File: src/rtl/sram_pkg.sv
// Shared definitions for the SPI SRAM access path.
//
// bridge_state_t : state encoding of the 16-bit to 8-bit Wishbone bridge.
package sram_pkg;

  typedef enum logic [2:0] {
    ST_IDLE = 3'd0,
    ST_LO   = 3'd1,
    ST_GAP  = 3'd2,
    ST_HI   = 3'd3,
    ST_DONE = 3'd4,
    ST_FAIL = 3'd5
  } bridge_state_t;

endpackage

File: src/rtl/wb_word_bridge.sv
// wb_word_bridge
//   Splits a 16-bit Wishbone word access into one or two 8-bit accesses
//   towards the SPI SRAM controller, little-endian (low byte at the even
//   byte address), and returns a single ack or err upstream.
//
// Ports
//   clk_i, rst_ni        clock, asynchronous active-low reset
//   wbs_*                upstream 16-bit slave port (word address)
//   wbm_*                downstream 8-bit master port (byte address)
//   state_o              debug view of the FSM state
//
// Handshake: upstream request = wbs_cyc_i & wbs_stb_i, sampled only in IDLE
// and only when no completion pulse is on the bus; the request fields are
// latched then and the live inputs are ignored, except wbs_cyc_i which
// aborts the transfer whenever it falls. Downstream, wbm_cyc_o/wbm_stb_o and
// the byte fields stay constant until wbm_ack_i/wbm_err_i/wbm_rty_i; stb is
// dropped for at least one cycle between the two byte accesses.
module wb_word_bridge
  import sram_pkg::*;
#(
  parameter int ADDR_WIDTH = 24
) (
  input  logic                  clk_i,
  input  logic                  rst_ni,
  input  logic                  wbs_cyc_i,
  input  logic                  wbs_stb_i,
  input  logic                  wbs_we_i,
  input  logic [ADDR_WIDTH-2:0] wbs_adr_i,
  input  logic [1:0]            wbs_sel_i,
  input  logic [15:0]           wbs_dat_i,
  output logic                  wbs_ack_o,
  output logic                  wbs_err_o,
  output logic                  wbs_rty_o,
  output logic [15:0]           wbs_dat_o,
  output logic                  wbm_cyc_o,
  output logic                  wbm_stb_o,
  output logic                  wbm_we_o,
  output logic [ADDR_WIDTH-1:0] wbm_adr_o,
  output logic [7:0]            wbm_dat_o,
  input  logic                  wbm_ack_i,
  input  logic                  wbm_err_i,
  input  logic                  wbm_rty_i,
  input  logic [7:0]            wbm_dat_i,
  output bridge_state_t         state_o
);

  bridge_state_t         state_q;
  logic [ADDR_WIDTH-2:0] adr_q;
  logic                  we_q;
  logic [1:0]            sel_q;
  logic [15:0]           dat_q;
  logic [15:0]           rdata_q;
  logic                  wbs_ack_q;
  logic                  wbs_err_q;
  logic [15:0]           wbs_dat_q;
  logic                  wbm_req_q;
  logic                  wbm_we_q;
  logic [ADDR_WIDTH-1:0] wbm_adr_q;
  logic [7:0]            wbm_dat_q;

  // A retry from the SRAM controller is handled exactly like an error.
  logic                  dn_fail;
  assign dn_fail = wbm_err_i | wbm_rty_i;

  always_ff @(posedge clk_i or negedge rst_ni) begin
    if (!rst_ni) begin
      state_q   <= ST_IDLE;
      adr_q     <= '0;
      we_q      <= 1'b0;
      sel_q     <= 2'b00;
      dat_q     <= '0;
      rdata_q   <= '0;
      wbs_ack_q <= 1'b0;
      wbs_err_q <= 1'b0;
      wbs_dat_q <= '0;
      wbm_req_q <= 1'b0;
      wbm_we_q  <= 1'b0;
      wbm_adr_q <= '0;
      wbm_dat_q <= '0;
    end else begin
      // Completion outputs are single-cycle pulses.
      wbs_ack_q <= 1'b0;
      wbs_err_q <= 1'b0;
      wbs_dat_q <= '0;

      if ((state_q != ST_IDLE) && !wbs_cyc_i) begin
        // Upstream abandoned the cycle: stop downstream, answer nothing.
        // A downstream ack in this same cycle is deliberately dropped.
        state_q   <= ST_IDLE;
        wbm_req_q <= 1'b0;
      end else begin
        case (state_q)
          ST_IDLE: begin
            // Blocking on the pulse keeps a master that still holds stb in
            // the ack cycle from starting a second transfer.
            if (wbs_cyc_i && wbs_stb_i && !wbs_ack_q && !wbs_err_q) begin
              adr_q   <= wbs_adr_i;
              we_q    <= wbs_we_i;
              sel_q   <= wbs_sel_i;
              dat_q   <= wbs_dat_i;
              rdata_q <= '0;
              if (wbs_sel_i[0]) begin
                state_q   <= ST_LO;
                wbm_req_q <= 1'b1;
                wbm_we_q  <= wbs_we_i;
                wbm_adr_q <= {wbs_adr_i, 1'b0};
                wbm_dat_q <= wbs_dat_i[7:0];
              end else if (wbs_sel_i[1]) begin
                state_q   <= ST_HI;
                wbm_req_q <= 1'b1;
                wbm_we_q  <= wbs_we_i;
                wbm_adr_q <= {wbs_adr_i, 1'b1};
                wbm_dat_q <= wbs_dat_i[15:8];
              end else begin
                state_q <= ST_DONE;
              end
            end
          end

          ST_LO: begin
            if (dn_fail) begin
              wbm_req_q <= 1'b0;
              state_q   <= ST_FAIL;
            end else if (wbm_ack_i) begin
              rdata_q[7:0] <= wbm_dat_i;
              wbm_req_q    <= 1'b0;
              state_q      <= sel_q[1] ? ST_GAP : ST_DONE;
            end
          end

          // One idle cycle so the controller sees stb low and closes the
          // first SPI frame before the second byte starts.
          ST_GAP: begin
            state_q   <= ST_HI;
            wbm_req_q <= 1'b1;
            wbm_we_q  <= we_q;
            wbm_adr_q <= {adr_q, 1'b1};
            wbm_dat_q <= dat_q[15:8];
          end

          ST_HI: begin
            if (dn_fail) begin
              wbm_req_q <= 1'b0;
              state_q   <= ST_FAIL;
            end else if (wbm_ack_i) begin
              rdata_q[15:8] <= wbm_dat_i;
              wbm_req_q     <= 1'b0;
              state_q       <= ST_DONE;
            end
          end

          ST_DONE: begin
            wbs_ack_q <= 1'b1;
            // Unselected bytes and all write responses read back as zero.
            wbs_dat_q <= we_q ? 16'h0000 :
                         {(sel_q[1] ? rdata_q[15:8] : 8'h00),
                          (sel_q[0] ? rdata_q[7:0]  : 8'h00)};
            state_q   <= ST_IDLE;
          end

          ST_FAIL: begin
            wbs_err_q <= 1'b1;
            state_q   <= ST_IDLE;
          end

          default: begin
            wbm_req_q <= 1'b0;
            state_q   <= ST_IDLE;
          end
        endcase
      end
    end
  end

  assign wbs_ack_o = wbs_ack_q;
  assign wbs_err_o = wbs_err_q;
  assign wbs_rty_o = 1'b0;
  assign wbs_dat_o = wbs_dat_q;
  assign wbm_cyc_o = wbm_req_q;
  assign wbm_stb_o = wbm_req_q;
  assign wbm_we_o  = wbm_we_q;
  assign wbm_adr_o = wbm_adr_q;
  assign wbm_dat_o = wbm_dat_q;
  assign state_o   = state_q;

endmodule

File: config.mk
export PLATFORM = sky130hd
export DESIGN_NAME = wb_word_bridge
export DESIGN_NICKNAME = d
export VERILOG_FILES = /design/src/rtl/sram_pkg.sv /design/src/rtl/wb_word_bridge.sv
export SDC_FILE = /design/constraint.sdc
export NUM_CORES = 1
export LEC_CHECK = 0
export ABC_AREA = 1
export BUFFER_PORTS_ARGS = -buffer_cell sky130_fd_sc_hd__buf_2
export CORE_ASPECT_RATIO = 0.5
export CORE_UTILIZATION = 54
export CTS_CLUSTER_SIZE = 30
export DETAILED_ROUTE_END_ITERATION = 10
export GPL_ROUTABILITY_DRIVEN = 0
export GPL_TIMING_DRIVEN = 0
export PLACE_DENSITY = 0.8
export SLEW_MARGIN = 20
export SYNTH_ARGS = -nofsm -noshare
export SYNTH_HDL_FRONTEND = slang
export SYNTH_SLANG_ARGS = --single-unit
File: constraint.sdc
create_clock -name clk_i -period 1.9 [get_ports clk_i]
set_input_delay 0 -clock clk_i [delete_from_list [all_inputs] [get_ports clk_i]]
set_output_delay 0 -clock clk_i [all_outputs]
set_load 0.005 [all_outputs]
**Word-level counts from Yosys, hierarchy flattened**

Index checks and enable logic that the tools add are counted.

- Register bits after elaboration: 113
- Input port bits: 57
- Logic and storage cells: 96

- Equal/unequal tests: 17
- Mux-type cells: 43
- Bitwise gates (word level): 2
- Reductions and logical operators: 20

Operator list:

| operator | number |
|---|---|
| 24-bit 2-to-1 mux | 3 |
| 16-bit 2-to-1 mux | 4 |
| 8-bit 2-to-1 mux | 7 |
| 24-bit case mux with 2 select lines | 1 |
| 8-bit case mux with 2 select lines | 3 |
| 3-bit 2-to-1 mux | 9 |
| 1-bit 2-to-1 mux | 13 |
| 4-bit != test (second input constant) | 3 |
| 3-bit case mux with 4 select lines | 1 |
| 2-bit != test (second input constant) | 5 |
| 5-bit AND reduction | 2 |
| 4-bit AND reduction | 2 |
| 3-bit by 2-bit == test with 1-bit output (second input constant) | 2 |
| 3-bit == test (second input constant) | 2 |
| 3-bit != test (second input constant) | 2 |
| 3-bit AND reduction | 2 |
| 2-bit nonzero test | 3 |
| 1-bit logical AND | 4 |
| 4-bit by 1-bit != test with 1-bit output (second input constant) | 1 |
| 1-bit case mux with 4 select lines | 1 |
| 2-bit OR reduction | 2 |
| 3-bit by 1-bit == test with 1-bit output (second input constant) | 1 |
| 1-bit logical NOT | 3 |
| 3-bit logical NOT | 1 |
| 5 further kinds | 5 |

**Logic depth before layout (Yosys ltp)**

- Depth after elaboration: 6
- Mapped depth: 11
- Gate-level depth less buffers: 9

**Worst setup path after synthesis**

No wires, ideal clock.

- Path kind: reg2reg
- Start point: register state_q[1] (netlist: state_o[1])
- End point: register wbm_adr_q[0] (netlist: wbm_adr_o[0])
- Arrival: 1.376 ns
- Path slack: 0.407 ns
- Cell stages (with the launch flop): 11
- Path buffers: 2
- Clock period less this slack: 1.493 ns
- Cell sequence: dfrtp_1 buf_4 nor2_8 nand2_2 nand2_4 nand2_4 nor2_8 nand2_4 buf_6 nand2_1 nand2_1

- Cells in the longest elaborated chain, start to end: 4
- Elaborated cells between the ends (all ways): 10
- Those cells by class: eq/ne (3); mux (1); bitwise (1); reduce/logical (5)

Ends and longest elaborated chain:

| element | line | source |
|---|---|---|
| from (decl) | wb_word_bridge.sv:47 | `bridge_state_t state_q;` |
| from (signal assigned) | wb_word_bridge.sv:127 | `state_q <= sel_q[1] ? ST_GAP : ST_DONE;` |
| parallel branches: the longest is 4 deep, another holds 4-bit AND reduction | - |  |
| to (signal assigned) | wb_word_bridge.sv:106 | `wbm_adr_q <= {wbs_adr_i, 1'b0};` |
| to (signal assigned) | wb_word_bridge.sv:112 | `wbm_adr_q <= {wbs_adr_i, 1'b1};` |
| to (signal assigned) | wb_word_bridge.sv:137 | `wbm_adr_q <= {adr_q, 1'b1};` |
| to (decl) | wb_word_bridge.sv:58 | `logic [ADDR_WIDTH-1:0] wbm_adr_q;` |

Parallel ways; which one is timed is not known.
A chain may end at the register's enable or synchronous reset.

**Final worst setup path**

- Start point: register state_q[1] (netlist: state_o[1])
- End point: register wbm_adr_q[11] (netlist: wbm_adr_o[11])

Same word-level chain as after synthesis.

==> out/results.md <==
* fraction of the yosys area taken by sequential cells: 54.1%
* Worst VDD drop: 0.731 mV
* Pins Over Slew Limit: 0
* worst setup path end: wbm_adr_o[11]$_DFFE_PN0P_
* DRT antenna net count: 0
* Floorplan Core Area: 0.00871 mm²
* setup TNS: 0 ns
* iteration count of the initial detailed-routing pass: 5
* clock tree from TritonCTS: built
* Reg clk slew, reported paths: 0.07 ns
* number of buffers added on ports: 112
* Flop pwr share: 37.4%
* LEAKAGE: 3.55 nW
* library cell contributing the largest single delay on the critical path: sky130_fd_sc_hd__dfrtp_1
* R2R Path End: wbm_adr_o[11]$_DFFE_PN0P_
* initial core utilization: 55.8%
* Period minus WS final: 1.74 ns
* data arrival time of the critical path: 2.02 ns
* maximum buffer depth of the clock tree: 2
* number of global-route vias before repair: 4398
* fraction of layout instances using a drive strength above 1: 22.0%
* combined global-route utilization of all metal layers: 27.9%
* Crit Path Max Fanout: 10
* number of remaining DRC errors: 0
* I/O Pins: 114
* RSZ-0062 raised after global routing: no
* total power: 9.44 mW
* post-detail-place hpwl: 8.07 mm
* Mapped Cells: 607
* switching part of the total: 40.5%
* H-tree Lvls: 3
* worst setup slack for register-to-register paths: 0.16 ns
* final hold vios: 0
* total of flip-flops plus latches after synthesis: 105
* Yosys warning count: 0
* layout overhead on the synthesized area: 29.8%
* floorplan die width: 136 µm
* Mean Syn Cell Area: 8.01 µm²
* distinct cell type count after synthesis: 25
* type of the worst min-delay path: in -> reg
* post-layout net count: 828
* required time of the critical path: 2.19 ns
* number of DRC violations after detailed-routing iteration 0: 291
* Inserted Clock Buffers: 9
* Setup violations, final: 0
* outcome: finished clean
* pin count of the biggest net entering global routing: 67
* maximum clock rate: 576 MHz
* Final Instance Area: 0.00631 mm²
* total gr overflow: 0
* part of the total power dissipated in the clock network: 20.0%
* net switching power figure: 3.82 mW
* post-detailed-route via-to-cell ratio: 5.07
* # Max-Cap Violations: 0
* cell area after placement: 0.00560 mm²
* Die Footprint: 0.00941 mm²
* mean routed wirelength per cell: 13.7 µm
* Worst Setup SP: state_o[1]$_DFFE_PN0P_
* cell depth of the worst flop-to-flop path: 9
* number of setup buffers added after CTS: 0
* Skew-Pair Late Insertion Delay: 0.35 ns
* total power density per cell area: 1500 mW/mm²
* critical path class: reg -> reg
* floorplan row count: 24
* R2R Path Start: state_o[1]$_DFFE_PN0P_
* cell at the root of the clock tree: sky130_fd_sc_hd__clkbuf_16
* combinational cell fraction of total power: 42.6%
* summed instance area of the synthesized netlist: 0.00486 mm²
* via total after detailed routing: 4526
* Int Pwr: 5.62 mW
* Finished Core Util: 72.4%
* ordered cell list for the critical path: buf_4, nor2_8, nand2_2, nand2_4, nand2_4, nor2_8, buf_2, nand3_1, nand2_1
* antenna violations before repair: 0
* wirelength, routed: 12.3 mm
* die height: 69.1 µm
* net count of the mapped netlist: 664
* endpoint class of the critical path: flop
* final worst-path cycle share: 91.4%
* most common cell after layout, fill and taps aside: sky130_fd_sc_hd__nand2_1
* clock net sink count: 105
* fill cell count: 693
* most frequent cells in the layout: sky130_fd_sc_hd__nand2_1 (188), sky130_fd_sc_hd__buf_2 (122), sky130_fd_sc_hd__dfrtp_1 (105)
* Setup crit start kind: flop
* longest individual stage delay on the worst path: 0.38 ns
* global-route wire length before repair: 20.4 mm
* clock skew after layout: 0.00630 ns
* n_diodes: 0
==> synth_stat cells <==
cell,count,area [µm²]
sky130_fd_sc_hd__inv_1,54,203
sky130_fd_sc_hd__nor2_8,2,40.0
sky130_fd_sc_hd__nor2_2,2,12.5
sky130_fd_sc_hd__buf_4,12,90.1
sky130_fd_sc_hd__nor4_1,1,6.26
sky130_fd_sc_hd__buf_6,3,33.8
sky130_fd_sc_hd__a21oi_1,36,180
sky130_fd_sc_hd__nand3_1,49,245
sky130_fd_sc_hd__conb_1,1,3.75
sky130_fd_sc_hd__nand2_4,3,33.8
sky130_fd_sc_hd__clkbuf_1,5,18.8
sky130_fd_sc_hd__clkinv_1,1,3.75
sky130_fd_sc_hd__nand2_1,188,706
sky130_fd_sc_hd__nor2_1,73,274
sky130_fd_sc_hd__nor3b_1,1,7.51
sky130_fd_sc_hd__inv_2,3,11.3
sky130_fd_sc_hd__o21ai_1,4,20.0
sky130_fd_sc_hd__nor3_1,2,10.0
sky130_fd_sc_hd__nand4_1,3,18.8
sky130_fd_sc_hd__o21bai_1,1,7.51
sky130_fd_sc_hd__nand2_2,3,18.8
sky130_fd_sc_hd__o21ai_0,42,210
sky130_fd_sc_hd__nor2_4,2,22.5
sky130_fd_sc_hd__buf_2,11,55.1
sky130_fd_sc_hd__dfrtp_1,105,2630
==> stage by stage <==
step                instances  setup WS (ns)  hold slack [ns]
floorplan                 607          0.407           -0.296
global placement          836         -0.286            0.269
detailed placement        837          0.192          -0.0652
CTS                       893          0.148         0.000235
global route              893         0.0244           0.0219
finish                    893          0.163          0.00161
==> logic make-up (layout without fill, tap and decap cells) <==
family	Yosys count	count (layout)	share of synthesized area, %
buf+inv	89	258	8.55
compound gates	83	83	8.60
other cells	1	1	0.0772
simple gates	329	329	28.7
flops	105	105	54.1
==> how the worst min path moves through the flow <==
stage / startpoint / end / cells past startpoint
4_1_cts: wbm_dat_i[2] / rdata_q[10]$_DFFE_PN0P_ / 5
5_1_grt: wbm_dat_i[2] / rdata_q[10]$_DFFE_PN0P_ / 5
3_3_place_gp: wbs_we_i / we_q$_DFFE_PN0P_ / 3
3_5_place_dp: rst_ni / wbm_adr_o[10]$_DFFE_PN0P_ / 1
6_report: wbm_dat_i[2] / rdata_q[10]$_DFFE_PN0P_ / 5
2_1_floorplan: rst_ni / adr_q[0]$_DFFE_PN0P_ / 0
==> per-layer routing <==
metal	share of wire [%]	track usage, %	up-vias
li1	-	-	2224
met1	44	38.0	2123
met2	49	45.2	149
met3	4.8	5.08	30
met4	2.2	9.26	0
met5	0	0	-
==> state kept, by name, summed over array words and instances, names as in the netlist, 2 cells and up <==
signal     flops
adr_q         23
sel_q          2
state_o        3
wbm_dat_o      8
dat_q          8
wbm_adr_o     24
rdata_q       16
wbs_dat_o     16
==> critical path, delay by kind of cell (launching register included) <==
family	cells	cell delay, ns
buffers and inverters	2	0.45
AND/OR/NAND/NOR	7	0.82
flip-flops	1	0.38
==> power by group through the flow <==
stage | Combinational (mW) | Clock, mW | Sequential [mW]
final | 4.02 | 1.89 | 3.53
after global routing | 4.57 | 2.00 | 3.62
after CTS | 4.01 | 1.91 | 3.52
after detailed placement | 3.92 | 0 | 3.55
after global placement | 3.78 | 0 | 3.51
after floorplan | 2.65 | 0 | 3.53
==> timing repair <==
| action | CTS | global route |
|---|---|---|
| hold buffers | 40 | 0 |
| endpoints found under the hold margin | 148 | 0 |
| endpoints found under the setup margin | 0 | 3 |
| gates resized for setup | 0 | 3 |
==> layout make-up <==
cell class	instances	area, µm²	share of cell area [%]
Buffer	31	199	3.15
Sequential cell	105	2630	41.7
Tap cell	117	146	2.32
Clock inverter	7	78.8	1.25
Clock buffer	9	225	3.57
Timing Repair Buffer	153	995	15.8
Inverter	58	220	3.49
Multi-Input combinational cell	413	1820	28.8
No activity file was read; power rests on OpenSTA's default activity.
